$ cat src/rtl/mem_scan_pkg.sv
// Shared types and defaults for the memory scan reader and its address generator.
// No logic here; FSM encoding and default geometry of the scanned data memory.
package mem_scan_pkg;

    localparam int MEM_SCAN_DEPTH  = 328;
    localparam int MEM_SCAN_ADDR_W = 9;

    typedef enum logic [2:0] {
        ST_IDLE = 3'd0,
        ST_REQ  = 3'd1,
        ST_WAIT = 3'd2,
        ST_HOLD = 3'd3,
        ST_DONE = 3'd4
    } state_t;

endpackage

$ cat src/rtl/mem_scan_addr_gen.sv
// Word-address counter: load (reduced modulo DEPTH) or increment with wrap at DEPTH-1.
// Latency 1 cycle from load/incr to addr; no backpressure, caller gates incr.
module mem_scan_addr_gen
    import mem_scan_pkg::*;
#(
    parameter int ADDR_W = MEM_SCAN_ADDR_W,
    parameter int DEPTH  = MEM_SCAN_DEPTH
) (
    input  logic              clk,
    input  logic              reset,
    input  logic              load,
    input  logic [ADDR_W-1:0] load_addr,
    input  logic              incr,
    output logic [ADDR_W-1:0] addr
);

    localparam logic [ADDR_W-1:0] LAST_ADDR = ADDR_W'(DEPTH - 1);

    logic [ADDR_W-1:0] addr_q;
    logic [ADDR_W-1:0] addr_d;
    logic [ADDR_W-1:0] load_wrapped;

    // 32-bit modulo keeps DEPTH == 2**ADDR_W legal without a zero divisor.
    assign load_wrapped = ADDR_W'(32'(load_addr) % 32'(DEPTH));

    always_comb begin
        addr_d = addr_q;
        if (load) begin
            addr_d = load_wrapped;
        end else if (incr) begin
            addr_d = (addr_q == LAST_ADDR) ? '0 : addr_q + ADDR_W'(1);
        end
    end

    always_ff @(posedge clk) begin
        if (!reset) begin
            addr_q <= '0;
        end else begin
            addr_q <= addr_d;
        end
    end

    assign addr = addr_q;

endmodule

$ cat src/rtl/mem_scan_reader.sv
// Streams word_count memory words from base_addr; one word per 3 cycles, read latency 1 cycle.
// Holds each word in HOLD until out_ready; optional XOR checksum port under MEM_SCAN_CHECKSUM_EN.
module mem_scan_reader
    import mem_scan_pkg::*;
#(
    parameter int DATA_W = 32,
    parameter int ADDR_W = MEM_SCAN_ADDR_W,
    parameter int DEPTH  = MEM_SCAN_DEPTH
) (
    input  logic              clk,
    input  logic              reset,
    input  logic              start,
    input  logic [ADDR_W-1:0] base_addr,
    input  logic [ADDR_W-1:0] word_count,
    output logic [ADDR_W-1:0] mem_addr,
    output logic              mem_re,
    input  logic [DATA_W-1:0] mem_rdata,
    output logic [DATA_W-1:0] out_data,
    output logic              out_valid,
    input  logic              out_ready,
    output logic              out_last,
    output logic              busy,
    output logic              done
`ifdef MEM_SCAN_CHECKSUM_EN
    ,
    output logic [DATA_W-1:0] checksum
`endif
);

    state_t            state_q;
    state_t            state_d;
    logic [ADDR_W-1:0] remaining_q;
    logic [ADDR_W-1:0] remaining_d;
    logic [DATA_W-1:0] out_data_q;
    logic [DATA_W-1:0] out_data_d;
    logic [ADDR_W-1:0] addr;
    logic              accept;
    logic              count_zero;
    logic              last_word;
    logic              handshake;
    logic              addr_load;
    logic              addr_incr;

    assign accept     = (state_q == ST_IDLE) && start;
    assign count_zero = (word_count == '0);
    assign last_word  = (remaining_q == ADDR_W'(1));
    assign handshake  = (state_q == ST_HOLD) && out_ready;
    assign addr_load  = accept && !count_zero;
    assign addr_incr  = handshake && !last_word;

    mem_scan_addr_gen #(
        .ADDR_W (ADDR_W),
        .DEPTH  (DEPTH)
    ) u_addr_gen (
        .clk       (clk),
        .reset     (reset),
        .load      (addr_load),
        .load_addr (base_addr),
        .incr      (addr_incr),
        .addr      (addr)
    );

    always_comb begin
        state_d     = state_q;
        remaining_d = remaining_q;
        out_data_d  = out_data_q;
        case (state_q)
            ST_IDLE: begin
                if (accept) begin
                    remaining_d = word_count;
                    state_d     = count_zero ? ST_DONE : ST_REQ;
                end
            end
            ST_REQ:  state_d = ST_WAIT;
            ST_WAIT: begin
                out_data_d = mem_rdata;
                state_d    = ST_HOLD;
            end
            ST_HOLD: begin
                if (out_ready) begin
                    if (last_word) begin
                        state_d = ST_DONE;
                    end else begin
                        remaining_d = remaining_q - ADDR_W'(1);
                        state_d     = ST_REQ;
                    end
                end
            end
            ST_DONE: state_d = ST_IDLE;
            default: state_d = ST_IDLE;
        endcase
    end

    always_ff @(posedge clk) begin
        if (!reset) begin
            state_q     <= ST_IDLE;
            remaining_q <= '0;
            out_data_q  <= '0;
        end else begin
            state_q     <= state_d;
            remaining_q <= remaining_d;
            out_data_q  <= out_data_d;
        end
    end

    // Address is only meaningful alongside the strobe; park it at 0 otherwise.
    assign mem_re    = (state_q == ST_REQ);
    assign mem_addr  = mem_re ? addr : '0;
    assign out_data  = out_data_q;
    assign out_valid = (state_q == ST_HOLD);
    assign out_last  = (state_q == ST_HOLD) && last_word;
    assign busy      = (state_q != ST_IDLE);
    assign done      = (state_q == ST_DONE);

`ifdef MEM_SCAN_CHECKSUM_EN
    logic [DATA_W-1:0] checksum_q;
    logic [DATA_W-1:0] checksum_d;

    always_comb begin
        checksum_d = checksum_q;
        if (accept) begin
            checksum_d = '0;
        end else if (handshake) begin
            checksum_d = checksum_q ^ out_data_q;
        end
    end

    always_ff @(posedge clk) begin
        if (!reset) begin
            checksum_q <= '0;
        end else begin
            checksum_q <= checksum_d;
        end
    end

    assign checksum = checksum_q;
`endif

endmodule
$ cat config.mk
export PLATFORM = sky130hd
export DESIGN_NAME = mem_scan_reader
export DESIGN_NICKNAME = d
export VERILOG_FILES = /design/src/rtl/mem_scan_pkg.sv /design/src/rtl/mem_scan_addr_gen.sv /design/src/rtl/mem_scan_reader.sv
export SDC_FILE = /design/constraint.sdc
export NUM_CORES = 1
export LEC_CHECK = 0
export BUFFER_PORTS_ARGS = -buffer_cell sky130_fd_sc_hd__buf_2
export CAP_MARGIN = 10
export CORE_AREA = 2 2 70 88
export DETAILED_ROUTE_END_ITERATION = 10
export DIE_AREA = 0 0 72 90
export GPL_ROUTABILITY_DRIVEN = 0
export PLACE_DENSITY = 0.77
export SETUP_SLACK_MARGIN = 0.2
export SLEW_MARGIN = 20
export SYNTH_ARGS = -nofsm -noshare
export SYNTH_HDL_FRONTEND = slang
export SYNTH_SLANG_ARGS = --single-unit
$ cat constraint.sdc
create_clock -name clk -period 3.15 [get_ports clk]
set_clock_uncertainty 0.05 [all_clocks]
set_input_delay 0.7875 -clock clk [delete_from_list [all_inputs] [get_ports clk]]
set_output_delay 0.7875 -clock clk [all_outputs]
set_load 0.05 [all_outputs]
* Word-level counts from Yosys, hierarchy flattened
Cells that the tools add are included. W data, S select, Z words.
Word-level totals: bits in registers 53, input bits 54
Operators by class: eq/ne operators 9, add/sub/neg operators 2, divide/modulo/power cells 1, reductions and logical operators 14, muxes and demuxes 13
Operators with widths (count):
- $mux W9 | 7
- $mod A9 B9 Y32 const B | 1
- $pmux W9 S2 | 1
- $mux W3 | 4
- $pmux W3 S4 | 1
- $add A9 B1 Y9 const B | 1
- $eq A9 B1 Y1 const B | 1
- $eq A9 B9 Y1 const B | 1
- $logic_not A9 Y1 | 1
- $sub A9 B1 Y9 const B | 1
- $eq A3 B2 Y1 const B | 2
- $logic_and A1 B1 Y1 | 5
- $ne A2 B2 Y1 const B | 2
- $reduce_and A4 Y1 | 1
- $reduce_bool A2 Y1 | 2
- $eq A3 B1 Y1 const B | 1
- $eq A3 B3 Y1 const B | 1
- $logic_not A3 Y1 | 1
- $reduce_bool A3 Y1 | 1
- $logic_not A1 Y1 | 2
- $ne A2 B1 Y1 const B | 1
- $reduce_and A2 Y1 | 1

* Depth between registers and ports, before layout
depth in word-level cells 5, mapped depth 8, depth with buffers taken out 7

* Hierarchy
A second synthesis with hierarchy kept.
Second synthesis, totals: cells, all modules 363, area total of the unflattened synthesis 2966.6 µm²
Modules (own cells, without submodules):
- mem_scan_reader | sequential area each 880.8 µm², area an instance 2193.4 µm², instances 1, cells each 264
- mem_scan_addr_gen | sequential area each 180.2 µm², area an instance 773.2 µm², instances 1, cells each 99

* Worst setup path before layout
Ideal clock, no wire load.
path type reg2out, start register state_q[0], end output mem_addr[0], arrival 2.630 ns, cell stages (with the launch flop) 4, data required time 2.312 ns, slack -0.318 ns, path buffers 1, path through dfxtp_1 -> buf_2 -> nor3b_1 -> and2_1
On the way: longest elaborated chain between the ends 2
Ends and longest elaborated chain:
- from (decl) | line mem_scan_reader.sv:30 | state_t state_q;
- from (signal assigned) | line mem_scan_reader.sv:100 | state_q <= state_d;
- $eq A3 B1 Y1 | line mem_scan_reader.sv:107 | assign mem_re = (state_q == ST_REQ);
- via mem_re | line mem_scan_reader.sv:16 | output logic mem_re,
- $mux W9 | line mem_scan_reader.sv:108 | assign mem_addr = mem_re ? addr : '0;
- to (decl) | line mem_scan_reader.sv:15 | output logic [ADDR_W-1:0] mem_addr,
The timed path passes the listed nets, and every way through them passes these cells.

* Final worst setup path
start register state_q[0], end output mem_addr[2]
On the way: longest elaborated chain between the ends 2
Ends and longest elaborated chain (line):
- $eq A3 B1 Y1 | mem_scan_reader.sv:107
- $mux W9 | mem_scan_reader.sv:108
Every way passes these cells.

==> impl_metrics.ini <==
[cts]
clkTransAtPathRegs_ns = 0.10
cts_sinks = 53
cts_setup_buffers = 0
cts_hold_buf = 0
clk_latency_ns = 0.31
cts_max_level = 2
post_cts_resized = 0
cts-root-buf = clkbuf_8
cts_made_buffers = 5
clockBufferDepth = 2
cts_tree = yes

[timing]
clock.fmax_ghz = 0.3607
setup_viol = 0
final.setup.tns_ns = 0
drv_slew = 0
holdWs_ns = 0.4065
slew_headroom_pct = 60.18
rsz0062_at_grt = false
hold_viol = 0
worst_slew_pin_slew_ns = 0.5974
timing.final.crit_share_pct = 88.02
period_needed_ns = 2.773

[cells_and_area]
fill_cells = 550
area_growth_pct = 22.23
diodes = 0
nNetsFinal = 497
post-route-util_pct = 59.01
layout.cells.non_filler = 505
drive_gt1_share_pct = 29.38

[global_route]
grt_util_all_layers_pct = 21.96
grt_pass1_vias = 2530
antenna_found_initial = 0
grt_pass1_wl_um = 11690
grt-ovfl-total = 0
grt_max_degree = 33

[logic_synthesis]
yosys_warnings = 0
synthFlopType = dfxtp_1
avgSynthCellArea_um2 = 7.865
syn_area_mm2 = 0.002753
synth_cells = 350
ys_ff_latch = 53
syn_nets = 409
async_flop_share_pct = 0
synth_seq_area_share_pct = 38.55
synth_edf_count = 0
yosysUniqueCellTypes = 62

[floorplan]
dieWidth_um = 72
start_util_pct = 48.28
core.rowCount = 31
die_h_um = 90
core_area_mm2 = 0.005702
die_area_mm2 = 0.006480
ios = 100

[power_and_ir_drop]
ir_drop_uv = 408.1
power_mw = 1.840
power_leakage_nw = 1.461
powerDensity_mw_per_mm2 = 546.8

[route]
drc = 0
dr.pass1.iters = 4
avgRoutedWirePerCell_um = 14.18
ant_nets = 0
num_vias = 2857
viasPerCell = 5.657
routed_wl_um = 7160
dr.first_iter.drc_count = 190

[flow_run]
drv_cap = 0

[critical_path]
end_kind = output port
crit_type = flop to output port
startpoint_type = flop
cp.required_ns = 2.31
worst-path-max-fanout = 11
cp.arrival_ns = 1.94

[placement]
dp_cells = 497
portBuffers = 99
dpl.hpwl_um = 5213

[min_path]
hold_class = flop to flop

[status]
run_status = complete, no violations
-- report_power, final --
| group | internal [mW] | switching (mW) | leakage [nW] | total [mW] |
|---|---|---|---|---|
| sequential | 0.735 | 0.0685 | 0.433 | 0.804 |
| clock | 0.239 | 0.227 | 0.0554 | 0.466 |
| combinational | 0.179 | 0.391 | 0.973 | 0.570 |
-- stage by stage --
stage               cell area, um2  worst slack (ns)
floorplan                     2758            0.3642
global placement              3252            0.3606
detailed placement            3252            0.2843
CTS                           3363            0.3657
global route                  3364            0.2161
finish                        3364            0.3773
-- flip-flops by register name, indices dropped and copies added (netlist names) --
signal	cells
state_q	3
remaining_q	9
u_addr_gen.addr	9
out_data	32
-- routing by layer --
| layer | global-route usage (%) | share of wire, % | wire [um] | vias to the layer above |
|---|---|---|---|---|
| met2 | 38.89 | 52 | 3696 | 84 |
| met5 | 0 | 0 | 0 | - |
| met4 | 9.591 | 3.2 | 227 | 0 |
| met1 | 26.23 | 41 | 2920 | 1331 |
| met3 | 2.242 | 4.4 | 314 | 19 |
| li1 | - | - | - | 1423 |
-- final timing paths --
check,from,endpoint,slack [ns],cells past startpoint
setup / recovery,state_q[0],mem_addr[2],0.38,3
hold / removal,out_data[19],out_data[19],0.41,2
setup reg to reg,state_q[0],u_addr_gen.addr[3],0.81,5
hold reg to reg,out_data[19],out_data[19],0.41,2
-- kinds of logic after synthesis --
group | Yosys count | synth area share (%)
simple gates | 155 | 27.86
compound gates | 103 | 24.46
flops | 53 | 38.55
buf+inv | 30 | 5.409
fa+ha+maj | 5 | 2.273
mux | 3 | 1.136
xor+xnor | 1 | 0.3182
-- synth_stat cells, drive strengths merged (4+ instances only) --
| master | number | area [um2] |
|---|---|---|
| nand2 | 84 | 315.3 |
| dfxtp | 53 | 1061 |
| a21oi | 49 | 245.2 |
| o21ai | 16 | 83.83 |
| clkbuf | 15 | 57.55 |
| nor2 | 12 | 45.04 |
| nor3 | 11 | 66.32 |
| and2 | 10 | 62.56 |
| inv | 8 | 30.03 |
| nor4 | 8 | 50.05 |
| buf | 7 | 61.30 |
| a211oi | 5 | 42.54 |
| a31oi | 5 | 31.28 |
| ha | 5 | 62.56 |
| nand3 | 5 | 25.02 |
| o31ai | 5 | 37.54 |
| or3 | 5 | 31.28 |
| or4 | 4 | 41.29 |
-- cells in the final DEF (no fill, tap or decap), types with 4 or more instances in the layout --
cell type / instances
a31oi_1: 5
inv_1: 7
clkbuf_8: 5
nor2_1: 12
nor4_1: 8
a211oi_1: 4
nand2_1: 84
buf_4: 4
or3_1: 4
ha_1: 5
a21oi_1: 49
buf_2: 99
o31ai_1: 5
and2_1: 10
o21ai_0: 12
nand3_1: 5
nor3_1: 9
dfxtp_1: 53
-- final cells by class --
class | count | area (um2) | share of cell area, %
tap | 66 | 82.58 | 2.454
sequential | 53 | 1061 | 31.54
clock buffer | 6 | 72.57 | 2.157
inverter | 8 | 30.03 | 0.8925
multi-input combinational | 267 | 1554 | 46.19
clock inverter | 2 | 38.79 | 1.153
timing repair buffer | 103 | 525.5 | 15.62
-- worst max-delay path: stages (launching register included) --
cell     delay (ns)
dfxtp_1        0.63
nor3b_2        0.53
and2_1         0.21
buf_2          0.26
Power figures use the tool's default switching activity.
